<file path="src/rtl/vga_image_fetch.sv">
// vga_image_fetch: 640x480@60 VGA timing from a 50 MHz clock, image-window address generation and registered RGB332 output.
// Optional VGA_BORDER_EN draws a one-pixel 8'hFF frame around the image window.
module vga_image_fetch #(
    parameter logic [31:0] BASE_ADDR = 32'd0,
    parameter int          IMG_W     = 64,
    parameter int          IMG_H     = 64,
    parameter int          SCALE_SH  = 2,
    parameter int          IMG_X     = 192,
    parameter int          IMG_Y     = 112,
    parameter logic [7:0]  BG_COLOR  = 8'h00
) (
    input  logic        clk,
    input  logic        rst_n,
    output logic [31:0] vgaAdress,
    input  logic [7:0]  ImageData,
    output logic [7:0]  vga_rgb,
    output logic        vga_hsync,
    output logic        vga_vsync,
    output logic        vga_active,
    output logic        frame_start
);
    localparam logic [31:0] X0 = 32'(IMG_X);
    localparam logic [31:0] X1 = 32'(IMG_X + (IMG_W << SCALE_SH));
    localparam logic [31:0] Y0 = 32'(IMG_Y);
    localparam logic [31:0] Y1 = 32'(IMG_Y + (IMG_H << SCALE_SH));
    localparam logic [31:0] W  = 32'(IMG_W);

    logic        r_phase;
    logic [9:0]  r_h;
    logic [9:0]  r_v;
    logic [31:0] r_addr;
    logic        r_win_d;
    logic        r_act_d;
    logic        r_hs_d;
    logic        r_vs_d;
    logic        r_zero_d;
    logic [7:0]  r_rgb;
    logic        r_hs;
    logic        r_vs;
    logic        r_act;
    logic        r_fs;
    logic        w_tick;
    logic        w_h_end;
    logic        w_v_end;
    logic        w_win;
    logic        w_act;
    logic        w_hs;
    logic        w_vs;
    logic        w_zero;
    logic [31:0] w_h;
    logic [31:0] w_v;
    logic [31:0] w_addr;
    logic [7:0]  w_rgb;

    assign w_tick  = r_phase;
    assign w_h_end = r_h == 10'd799;
    assign w_v_end = r_v == 10'd524;
    assign w_h     = 32'(r_h);
    assign w_v     = 32'(r_v);
    assign w_win   = w_h >= X0 && w_h < X1 && w_v >= Y0 && w_v < Y1;
    assign w_act   = r_h < 10'd640 && r_v < 10'd480;
    assign w_hs    = !(r_h >= 10'd656 && r_h <= 10'd751);
    assign w_vs    = !(r_v >= 10'd490 && r_v <= 10'd491);
    assign w_zero  = r_h == 10'd0 && r_v == 10'd0;
    assign w_addr  = w_win ? BASE_ADDR + ((w_v - Y0) >> SCALE_SH) * W + ((w_h - X0) >> SCALE_SH) : BASE_ADDR;

`ifdef VGA_BORDER_EN
    logic w_ring;
    logic r_ring_d;

    // +1 on the low-side compares avoids wrap when the window touches column/row 0
    assign w_ring = !w_win && w_h + 32'd1 >= X0 && w_h <= X1 && w_v + 32'd1 >= Y0 && w_v <= Y1;
    assign w_rgb  = !r_act_d ? 8'h00 : r_win_d ? ImageData : r_ring_d ? 8'hFF : BG_COLOR;

    always_ff @(posedge clk or negedge rst_n) begin
        if (!rst_n) begin
            r_ring_d <= 1'b0;
        end else if (w_tick) begin
            r_ring_d <= w_ring;
        end
    end
`else
    assign w_rgb = !r_act_d ? 8'h00 : r_win_d ? ImageData : BG_COLOR;
`endif

    always_ff @(posedge clk or negedge rst_n) begin
        if (!rst_n) begin
            r_phase  <= 1'b0;
            r_h      <= 10'd0;
            r_v      <= 10'd0;
            r_addr   <= BASE_ADDR;
            r_win_d  <= 1'b0;
            r_act_d  <= 1'b0;
            r_hs_d   <= 1'b1;
            r_vs_d   <= 1'b1;
            r_zero_d <= 1'b0;
            r_rgb    <= 8'h00;
            r_hs     <= 1'b1;
            r_vs     <= 1'b1;
            r_act    <= 1'b0;
            r_fs     <= 1'b0;
        end else begin
            r_phase <= !r_phase;
            r_fs    <= w_tick && r_zero_d;
            if (w_tick) begin
                r_h <= w_h_end ? 10'd0 : r_h + 10'd1;
                if (w_h_end)
                    r_v <= w_v_end ? 10'd0 : r_v + 10'd1;
                r_addr   <= w_addr;
                r_win_d  <= w_win;
                r_act_d  <= w_act;
                r_hs_d   <= w_hs;
                r_vs_d   <= w_vs;
                r_zero_d <= w_zero;
                r_rgb    <= w_rgb;
                r_hs     <= r_hs_d;
                r_vs     <= r_vs_d;
                r_act    <= r_act_d;
            end
        end
    end

    assign vgaAdress   = r_addr;
    assign vga_rgb     = r_rgb;
    assign vga_hsync   = r_hs;
    assign vga_vsync   = r_vs;
    assign vga_active  = r_act;
    assign frame_start = r_fs;
endmodule

</file>
<file path="config.mk">
export PLATFORM = sky130hd
export DESIGN_NAME = vga_image_fetch
export DESIGN_NICKNAME = d
export VERILOG_FILES = /design/src/rtl/vga_image_fetch.sv
export SDC_FILE = /design/constraint.sdc
export NUM_CORES = 1
export LEC_CHECK = 0
export ABC_AREA = 1
export CORE_MARGIN = 2
export CORE_UTILIZATION = 44
export DETAILED_ROUTE_END_ITERATION = 6
export GPL_ROUTABILITY_DRIVEN = 0
export PLACE_DENSITY = 0.66
export SYNTH_ARGS = -nofsm -noshare
export SYNTH_HDL_FRONTEND = slang
export SYNTH_SLANG_ARGS = --single-unit
</file>
<file path="constraint.sdc">
create_clock -name clk -period 3.7 [get_ports clk]
set_input_delay 0.37 -clock clk [delete_from_list [all_inputs] [get_ports clk]]
set_output_delay 0.37 -clock clk [all_outputs]
set_load 0.05 [all_outputs]
</file>
## Word level (Yosys, flattened, before mapping)

Index checks and enable logic that the tools add are counted.

- Input bits: 10
- Output and inout port bits: 44
- Register bits: 70
- Logic and storage cells: 50

- Multiplexer cells: 5
- Reductions and logical operators: 14
- Magnitude comparators: 10
- $add $sub $neg: 5
- Eq/ne operators: 2

Operators by type and width:

| cell | number |
|---|---|
| $add A15 B31 Y32 | 1 |
| $mux W32 | 1 |
| $lt A10 B9 Y1 const B | 3 |
| $add A10 B1 Y10 const B | 2 |
| $eq A10 B10 Y1 const B | 2 |
| $logic_not A10 Y1 | 2 |
| $mux W10 | 2 |
| $mux W8 | 2 |
| $sub A10 B7 Y11 const B | 1 |
| $sub A10 B8 Y11 const B | 1 |
| $ge A10 B10 Y1 const B | 1 |
| $ge A10 B7 Y1 const B | 1 |
| $ge A10 B8 Y1 const B | 1 |
| $ge A10 B9 Y1 const B | 1 |
| $le A10 B10 Y1 const B | 1 |
| $le A10 B9 Y1 const B | 1 |
| $lt A10 B10 Y1 const B | 1 |
| $logic_and A1 B1 Y1 | 8 |
| $logic_not A1 Y1 | 3 |
| $reduce_and A2 Y1 | 1 |

## Depth between registers and ports, before layout

- Word-level depth: 5
- Gate-level depth with buffers: 16

## Worst setup path after synthesis

Ideal clock, no wire load.

- Path kind: register to register
- Start: register r_h[6]
- End: register r_addr[30] (netlist: vgaAdress[30])
- Setup slack: 751 ps
- Library setup time: 83 ps
- Period minus slack after synthesis: 2,949 ps
- Cell stages (with the launch flop): 13
- Arrival time: 2,867 ps
- Path through: dfrtp_1 -> ha_1 -> inv_1 -> nand2_1 -> nor2_1 -> ha_1 -> a21oi_1 -> nand2_1 -> a21oi_1 -> o21ai_0 -> fa_1 -> xnor2_1 -> o21ai_0

- Word-level cells in the longest chain between the ends: 5

RTL lines:

| element | RTL line | text |
|---|---|---|
| from (decl) | 29 | `logic [9:0] r_h;` |
| from (signal assigned) | 106 | `r_h <= w_h_end ? 10'd0 : r_h + 10'd1;` |
| branches (longest 4 deep; another with $add A15 B31 Y32) | - |  |
| $mux W32 * | 65 | `assign w_addr = w_win ? BASE_ADDR + ((w_v - Y0) >> SCALE_SH) * W + ((w_h - X0) >> SCALE_SH) : BASE_ADDR;` |
| to (signal assigned) | 109 | `r_addr <= w_addr;` |
| to (decl) | 31 | `logic [31:0] r_addr;` |

Mark *: on every way between the ends.
A chain may end at the register's enable or synchronous reset.

## Final worst setup path

Same ends and word-level chain as after synthesis.

==> impl_metrics.tcl <==
set metrics [dict create \
    status "finished, violations left" \
    violations "hold timing" \
    cts_root_buf "clkbuf_8" \
    whs_ns -0.01526 \
    coreArea_sq_mm 0.008175 \
    cp_data_arrival_time_ns 3.13 \
    nets 533 \
    worstSetupPathType "reg -> reg" \
    first_iter_violations 181 \
    cts_tree "yes" \
    postSynthCellCount 441 \
    area_delta_synth_final_pct 23.87 \
    grt_overflow 0 \
    cp_top_family "adder cells" \
    p_per_area_mw_per_mm2 328.3 \
    insertion_delay_ns 0.35 \
    cts_num_sinks 70 \
    syn-num-nets 474 \
    cts_max_level 3 \
    ys_async_sr_fraction_pct 100.0 \
    netlist_area_sq_mm 0.003675 \
    num_rows 33 \
    fin_crit_ns 2.899 \
    placement.io_buffers 53 \
    timing.fmax_mhz 345.0 \
    yosys_warnings 0 \
    final_core_util_pct 55.68 \
    reg2reg_from "r_h[6]" \
    path_max_fanout 10 \
    fp.dieH_microns 95.39 \
    reg2reg_to "vgaAdress[30]" \
    ys_seq_elements 70 \
    grt_util_all_layers_pct 19.00 \
    rrSetupSlack_ns 0.80 \
    postCtsHoldBufs 0 \
    final_antenna_net_count 0 \
    drive_gt1_share_pct 6.931 \
    cts_buffer_depth 2 \
    hp-class "in -> async" \
    antennaDiodeCount 0 \
    yosysSeqAreaShare_pct 47.80 \
    grt_pass1_vias 2884 \
    drc 0 \
    critPathSlowestCell "dfrtp_1" \
    ctsResizeCount 0 \
    slew_viol_final 0 \
    cp.depth 13 \
    cp-start-kind "register" \
    synth_top_cells_by_area "dfrtp_1 45%, nand2_1 15%, ha_1 6.8%" \
    avgViaCountPerCell 4.995 \
    yosys.area.top_type "dfrtp_1" \
    dieArea_sq_mm 0.009098 \
    reg2reg_depth 13 \
    rsz0062_at_grt "no" \
    clock_skew_ns 0.01635 \
    grt_max_degree 50 \
    num_vias 3047 \
    maxSlewHeadroom_pct 58.83 \
    synth-main-ff-cell "dfrtp_1" \
    worst_pin_slew_ns 0.6128 \
    finalCritPeriodShare_pct 78.35 \
    setup_viol_count_final 0 \
    final.setup.tns_ns 0 \
    synth_edf_count 0 \
    wl_per_cell_microns 13.37 \
    cts.clk_slew.worst_paths_ns 0.09 \
    fillerInstances 735 \
    synth_top_area_share_pct 44.94 \
    fp.dieW_microns 95.39 \
    drv_cap 0 \
    io_pins 54 \
    dp_hpwl_microns 5960 \
    cts_setup_buffers 0 \
    finalHoldViolCount 11 \
    p_leak_nw 2.264 \
    numCtsBuffers 9 \
    syn_avg_cell_area_sq_um 8.333 \
    crit_chain "ha_1 -> inv_1 -> nand2_1 -> nor2_1 -> buf_4 -> ha_1 -> a21oi_1 -> nand2_1 -> a21oi_1 -> o21ai_0 -> fa_1 -> xnor2_1 -> o21ai_0" \
    yosysUniqueCellTypes 36 \
    antenna_found_initial 0 \
    crit_path_end_kind "register" \
    start_util_pct 44.95 \
    critPathMaxStageDelay_ns 0.44 \
    finalPower_mw 1.495 \
    grt_pass1_wl_microns 13520 \
    crit_buf_inv 2 \
    firstDrtPassIters 4 \
    ir_drop_mv 0.1484 \
    critPathRequiredTime_ns 3.93 \
    wl_microns 8158 \
]
-- how the worst max path moves through the flow --
stage | from | slack (ns) | end
global route | r_h[6] | 0.55 | vgaAdress[14]
global placement | r_h[6] | 0.94 | vgaAdress[30]
finish | r_h[6] | 0.80 | vgaAdress[30]
floorplan | r_h[6] | 0.75 | vgaAdress[30]
CTS | r_h[6] | 0.80 | vgaAdress[30]
detailed placement | r_h[6] | 0.87 | vgaAdress[30]
-- state kept, by name, indices dropped and copies added (netlist names) --
signal       cells
r_hs_d           1
vga_vsync        1
r_vs_d           1
vgaAdress       32
vga_active       1
vga_rgb          8
r_zero_d         1
r_win_d          1
r_phase          1
r_act_d          1
r_v             10
vga_hsync        1
frame_start      1
r_h             10
-- cell families after synthesis --
kind of cell / Yosys count / share of synthesized area (%)
AOI/OAI and AO/OA: 55 / 8.036
xor gates and xnor gates: 14 / 3.337
adders and majority gates: 23 / 8.444
buffers and inverters: 51 / 5.277
DFF: 70 / 47.80
and+or+nand+nor: 228 / 27.10
-- power breakdown --
| part | internal, mW | leakage, nW | switching [mW] |
|---|---|---|---|
| Clock | 0.390 | 0.117 | 0.316 |
| Sequential | 0.765 | 0.940 | 0 |
| Combinational | 0.00834 | 1.21 | 0.0156 |
-- synthesized netlist by cell type, types with 2 or more instances --
| library cell | n |
|---|---|
| nand3_1 | 20 |
| nor4_1 | 2 |
| dfstp_2 | 4 |
| fa_1 | 3 |
| nor2_2 | 2 |
| xor2_1 | 9 |
| nor3_1 | 9 |
| nand2_1 | 143 |
| nand4_1 | 8 |
| ha_1 | 20 |
| o21ai_0 | 33 |
| dfrtp_1 | 66 |
| nor3b_1 | 4 |
| nor2_1 | 34 |
| o21ai_1 | 3 |
| clkbuf_1 | 6 |
| buf_2 | 2 |
| inv_2 | 2 |
| xnor2_1 | 5 |
| a21oi_1 | 11 |
| inv_1 | 40 |
-- per-stage QoR --
step           std cells  area (sq um)  worst slack [ns]
3_5_place_dp         594          4325            0.8651
6_report             610          4552            0.8010
5_1_grt              610          4552            0.5494
2_1_floorplan        441          3675            0.7505
3_3_place_gp         594          4325            0.9368
4_1_cts              610          4552            0.7980
-- metal layers --
layer,track usage [%],vias up,routed length (microns)
met4,5.952,0,104
met2,29.28,92,3536
met3,2.846,10,469
met1,27.72,1400,4047
li1,-,1545,-
met5,0,-,0
-- cell usage in the layout (no fill, tap or decap), drive strengths merged, types with 10 or more instances in the layout --
| cell | synthesis | layout |
|---|---|---|
| a21oi | 11 | 11 |
| clkdlybuf4s50 | 0 | 52 |
| dfrtp | 66 | 66 |
| ha | 20 | 20 |
| inv | 42 | 46 |
| nand2 | 144 | 144 |
| nand3 | 20 | 20 |
| nor2 | 37 | 37 |
| nor3 | 10 | 10 |
| o21ai | 36 | 36 |
-- area by class of cell --
class | instances | area, sq um | area share (%)
clock buffers | 9 | 123.9 | 2.721
clock inverters | 7 | 102.6 | 2.254
inverters | 42 | 157.7 | 3.463
multi-input cells | 320 | 1724 | 37.88
flip-flops and latches | 70 | 1757 | 38.59
well taps | 105 | 131.4 | 2.886
repair buffers | 57 | 555.5 | 12.20
Power figures use the tool's default switching activity.
